<file path="src/rtl/ssc_seq.sv">
// Snack-shop checkout sequencer: loads 8 beats of card/snack data, sorts item
// costs on the fly, pays largest-first until an item does not fit, then reports.
module ssc_seq (
  input  logic       clk,
  input  logic       rst_n,
  input  logic       in_valid,
  input  logic [7:0] in_card,
  input  logic [3:0] in_snack,
  input  logic [3:0] in_price,
  input  logic [8:0] in_money,
  output logic       out_valid,
  output logic       out_card_ok,
  output logic [8:0] out_change
);

  typedef enum logic [1:0] {IDLE, LOAD, PAY, OUT} state_t;

  state_t          state_q, state_d;
  logic [2:0]      cnt_q, cnt_d;
  logic [7:0][7:0] sortBuf_q, sortBuf_d;
  logic [6:0]      checksum_q, checksum_d;
  logic [8:0]      money_q, money_d;
  logic [8:0]      remain_q, remain_d;
  logic            stop_q, stop_d;

  logic [7:0]      product;
  logic [3:0]      highDigit;
  logic [4:0]      highMapped;
  logic [6:0]      beatSum;
  logic [7:0][7:0] insBase;
  logic [7:0][7:0] inserted;
  logic [7:0]      payEntry;
  logic            cardOk;

  assign product    = {4'b0, in_snack} * {4'b0, in_price};
  assign highDigit  = in_card[7:4];
  assign highMapped = (highDigit <= 4'd4) ? {highDigit, 1'b0} : ({highDigit, 1'b0} - 5'd9);
  assign beatSum    = {3'b0, in_card[3:0]} + {2'b0, highMapped};
  assign payEntry   = sortBuf_q[cnt_q];
  assign cardOk     = ((checksum_q % 7'd10) == 7'd0);

  // Sorted insert: empty slots hold 0, so a fresh beat 0 inserts into an all-zero buffer.
  always_comb begin
    insBase  = (state_q == IDLE) ? '0 : sortBuf_q;
    inserted = insBase;
    inserted[0] = (insBase[0] >= product) ? insBase[0] : product;
    for (int j = 1; j < 8; j++) begin
      if (insBase[j] >= product)
        inserted[j] = insBase[j];
      else if (insBase[j-1] >= product)
        inserted[j] = product;
      else
        inserted[j] = insBase[j-1];
    end
  end

  always_comb begin
    state_d     = state_q;
    cnt_d       = cnt_q;
    sortBuf_d   = sortBuf_q;
    checksum_d  = checksum_q;
    money_d     = money_q;
    remain_d    = remain_q;
    stop_d      = stop_q;
    out_valid   = 1'b0;
    out_card_ok = 1'b0;
    out_change  = 9'd0;

    case (state_q)
      IDLE: begin
        if (in_valid) begin
          sortBuf_d  = inserted;
          checksum_d = beatSum;
          money_d    = in_money;
          remain_d   = in_money;
          stop_d     = 1'b0;
          cnt_d      = 3'd1;
          state_d    = LOAD;
        end
      end
      LOAD: begin
        if (!in_valid) begin
          cnt_d   = 3'd0;
          state_d = IDLE;
        end else begin
          sortBuf_d  = inserted;
          checksum_d = checksum_q + beatSum;
          if (cnt_q == 3'd7) begin
            cnt_d   = 3'd0;
            state_d = PAY;
          end else begin
            cnt_d = cnt_q + 3'd1;
          end
        end
      end
      PAY: begin
        // Once one item fails to fit, later (smaller) items are never bought.
        if (!stop_q) begin
          if ({1'b0, payEntry} <= remain_q)
            remain_d = remain_q - {1'b0, payEntry};
          else
            stop_d = 1'b1;
        end
        cnt_d = cnt_q + 3'd1;
        if (cnt_q == 3'd7)
          state_d = OUT;
      end
      OUT: begin
        out_valid   = 1'b1;
        out_card_ok = cardOk;
        out_change  = cardOk ? remain_q : money_q;
        state_d     = IDLE;
      end
      default: state_d = IDLE;
    endcase
  end

  always_ff @(posedge clk or negedge rst_n) begin
    if (!rst_n) begin
      state_q    <= IDLE;
      cnt_q      <= 3'd0;
      sortBuf_q  <= '0;
      checksum_q <= 7'd0;
      money_q    <= 9'd0;
      remain_q   <= 9'd0;
      stop_q     <= 1'b0;
    end else begin
      state_q    <= state_d;
      cnt_q      <= cnt_d;
      sortBuf_q  <= sortBuf_d;
      checksum_q <= checksum_d;
      money_q    <= money_d;
      remain_q   <= remain_d;
      stop_q     <= stop_d;
    end
  end

endmodule

</file>
<file path="config.mk">
export PLATFORM = sky130hd
export DESIGN_NAME = ssc_seq
export DESIGN_NICKNAME = d
export VERILOG_FILES = /design/src/rtl/ssc_seq.sv
export SDC_FILE = /design/constraint.sdc
export NUM_CORES = 1
export LEC_CHECK = 0
export CORE_MARGIN = 2
export CORE_UTILIZATION = 45
export CTS_BUF_LIST = sky130_fd_sc_hd__clkbuf_16
export CTS_CLUSTER_DIAMETER = 100
export DETAILED_ROUTE_END_ITERATION = 10
export GPL_ROUTABILITY_DRIVEN = 0
export PLACE_DENSITY = 0.67
export SLEW_MARGIN = 20
export SYNTH_ARGS = -nofsm -noshare
export SYNTH_HDL_FRONTEND = slang
export SYNTH_SLANG_ARGS = --single-unit
</file>
<file path="constraint.sdc">
create_clock -name clk -period 5.34 [get_ports clk]
set_input_delay 0.801 -clock clk [delete_from_list [all_inputs] [get_ports clk]]
set_output_delay 0.801 -clock clk [all_outputs]
set_load 0.1 [all_outputs]
</file>
==> results.md <==
- Core area: 0.0178 mm2
- # IOs: 39
- Required @ worst endpoint: 5620 ps
- Share of layout cells above drive strength 1: 17.1%
- Clk buf depth: 2
- Critical Path Start Type: input pin
- Multi-input logic area: 0.00554 mm2
- Mapped Cells: 885
- Drt first-iter violations: 343
- DRT Pass-1 Iters: 6
- CTS root buf: clkbuf_16
- Type of the worst min-delay path: register to register
- Number of global-route vias before repair: 6709
- First-pass GRT wire length: 34100 um
- Peak supply drop: 0.357 mV
- Total die area: 0.0192 mm2
- WS Path Type: input pin to register
- Cell Pwr Density: 508 mW/mm2
- Main combinational cell family by area after synthesis: adder cells
- Maximum Capacitance Violations: 0
- Synth area leader: dfrtp_1
- Final worst-path cycle share: 96.5%
- Clk sinks: 95
- Most frequent cells in the layout: 100 x ha_1, 95 x dfrtp_1, 92 x nand2_1, 82 x inv_1, 65 x mux2i_1
- Area Growth Syn to Fin: 18.1%
- Final Hold Fails: 0
- Synthesis Warnings: 0
- Detail Route Antenna Nets: 0
- Sequential share of the synthesized area: 29.2%
- XOR/XNOR Fraction of Synth Area: 1.83%
- Worst slew pin tran: 962 ps
- Critical Path AT: 5430 ps
- Largest net degree at the start of global routing: 64
- Routed vias: 6738
- Final WL: 20600 um
- Clock tree from TritonCTS: done
- Leak: 4.52 nW
- Net Count, Synth: 1022
- Post-route DRC: 0
- Fmax: 0.194 GHz
- Post-synth EDFFs: 0
- Clock Skew: 5.30 ps
- Yosys top cell area share: 29.2%
- Mux cell area share after synthesis: 16.0%
- Layout Utilization: 54.0%
- Status: completed
- Initial antenna violation count: 0
- Die Wd: 139 um
- Initial Util: 45.7%
- Fin Setup TNS: 0 ps
- Area contributors post-synth: dfrtp_1 29%, ha_1 16%, mux2i_1 8.0%, mux4_2 4.4%, nand2_1 4.3%
- Synth Area in Adders: 17.4%
- Antenna fix cells: 0
- Final Critical Period: 5150 ps
- Min Hold Slack: 485 ps
- Reg clk slew, reported paths: 70 ps
- Synth async-reset ratio: 100%
- DP HPWL: 15300 um
- Fillers: 1577
- Most common cell after layout, fill and taps aside: ha_1
- Die height: 139 um
- Simple-gate share of the synthesized area: 12.7%
- Wire per inst: 17.2 um
- Yosys reg bits: 95
- Pre-CTS setup slack: -452 ps
- Relative slew slack: 35.7%
- Critical path peak fanout: 5
- Final #Nets: 1098
- Fin. max-slew vios: 0
- Top_reg_cell synth: dfrtp_1
- Syn Area/Cell: 9.21 um2
- Synth Cell Area: 0.00815 mm2
- Total CTS buffers: 9
- Post-synth cell types: 59
- Hold-fix buffers, CTS: 0
- GRT Overall Usage: 21.8%
- Compound-gate portion of the synthesized area: 17.1%
- Row cnt: 49
- Worst setup margin: 188 ps
- FF+latch area: 0.00238 mm2
- Count of input and output buffers: 38
- CP Capture Type: register
- Clk_lat worst skew: 360 ps
- Setup Viol. Count Final: 0
- Total congestion overflow: 0
- Via-per-instance ratio: 5.64
- CTS H-tree depth: 3
## layer usage
metal	wire length (um)	share of wire, %	GRT usage, %	up-vias
met5	0	0	0	-
met4	475	2.3	7.57	0
met3	732	3.6	2.80	34
met2	10000	49	37.5	147
met1	9330	45	28.5	3222
li1	-	-	-	3335
## path summary, 6_finish.rpt
path	endpoint	startpoint	cells after the start	slack, ps
setup / recovery	sortBuf_q[47]	in_price[3]	20	190
hold / removal	money_q[8]	money_q[8]	1	480
setup reg to reg	remain_q[3]	cnt_q[0]	9	1600
hold reg to reg	money_q[8]	money_q[8]	1	480
max in group asynchronous	checksum_q[3]	rst_n	2	3790
min in group asynchronous	money_q[2]	rst_n	1	490
## metrics by stage
step | area, um2 | cells | power (W)
3_3_place_gp | 9100 | 1176 | 0.00403
4_1_cts | 9380 | 1192 | 0.00473
2_1_floorplan | 8150 | 885 | 0.00329
5_1_grt | 9630 | 1195 | 0.00529
6_report | 9630 | 1195 | 0.00489
3_5_place_dp | 9100 | 1176 | 0.00409
## critical path, stage by stage
cell and delay [ps]:
clkdlybuf4s50_1 510, nand2_1 90, fa_1 560, fa_1 440, buf_4 150, fa_1 430
inv_1 80, a21o_1 110, a21oi_1 90, xnor2_2 240, inv_2 90, buf_4 150
ha_1 230, a2111oi_4 340, nor2b_1 170, o21ai_0 120, o211ai_1 140, buf_4 190
mux2_2 330, o2bb2ai_1 150
## cells by family after synthesis
family	after synthesis
AOI/OAI and AO/OA	215
adders and majority gates	109
muxes	107
buffers and inverters	116
and+or+nand+nor	226
xor gates and xnor gates	17
DFF	95
## registers in the layout, indices dropped and copies added (netlist names), named ones only
signal      flops
checksum_q      7
cnt_q           3
money_q         9
remain_q        9
sortBuf_q      64
state_q         1
stop_q          1
## cell type report
class | count | area share (%)
multi-input cells | 674 | 57.5
clock inverters | 7 | 0.416
well taps | 229 | 2.98
clock buffers | 9 | 2.34
repair buffers | 97 | 8.79
flip-flops and latches | 95 | 24.7
inverters | 84 | 3.28
## cells in the mapped netlist, drive strengths merged, types with 2 or more instances
| cell type | number |
|---|---|
| buf | 23 |
| o22ai | 42 |
| ha | 102 |
| o211ai | 7 |
| nand2b | 12 |
| and2 | 9 |
| o31ai | 3 |
| xnor2 | 13 |
| mux4 | 16 |
| nor2b | 29 |
| a32o | 2 |
| a21o | 10 |
| clkbuf | 9 |
| o21bai | 2 |
| mux2 | 26 |
| inv | 82 |
| o21ai | 53 |
| a211oi | 10 |
| a31oi | 7 |
| nor2 | 62 |
| clkinv | 2 |
| o2bb2ai | 9 |
| nand2 | 99 |
| a21oi | 35 |
| nand3 | 2 |
| o21a | 14 |
| mux2i | 65 |
| a2111oi | 9 |
| nor3b | 3 |
| dfrtp | 95 |
| a22oi | 2 |
| fa | 7 |
| xor2 | 4 |
| nor3 | 4 |
| o31a | 2 |
| and3 | 2 |
## power breakdown
part           switching [W]  total (W)  internal (W)  leakage (nW)
logic                0.00164    0.00298       0.00134          3.14
clock network       0.000308   0.000621      0.000313         0.138
registers           0.000282    0.00128       0.00100          1.25
## timing repair
action	in CTS	in global routing
setup endpoints to repair	36	57
buffers inserted	0	3
pin swaps	0	11
gates resized for setup	6	44
(Power assumes the default switching activity.)
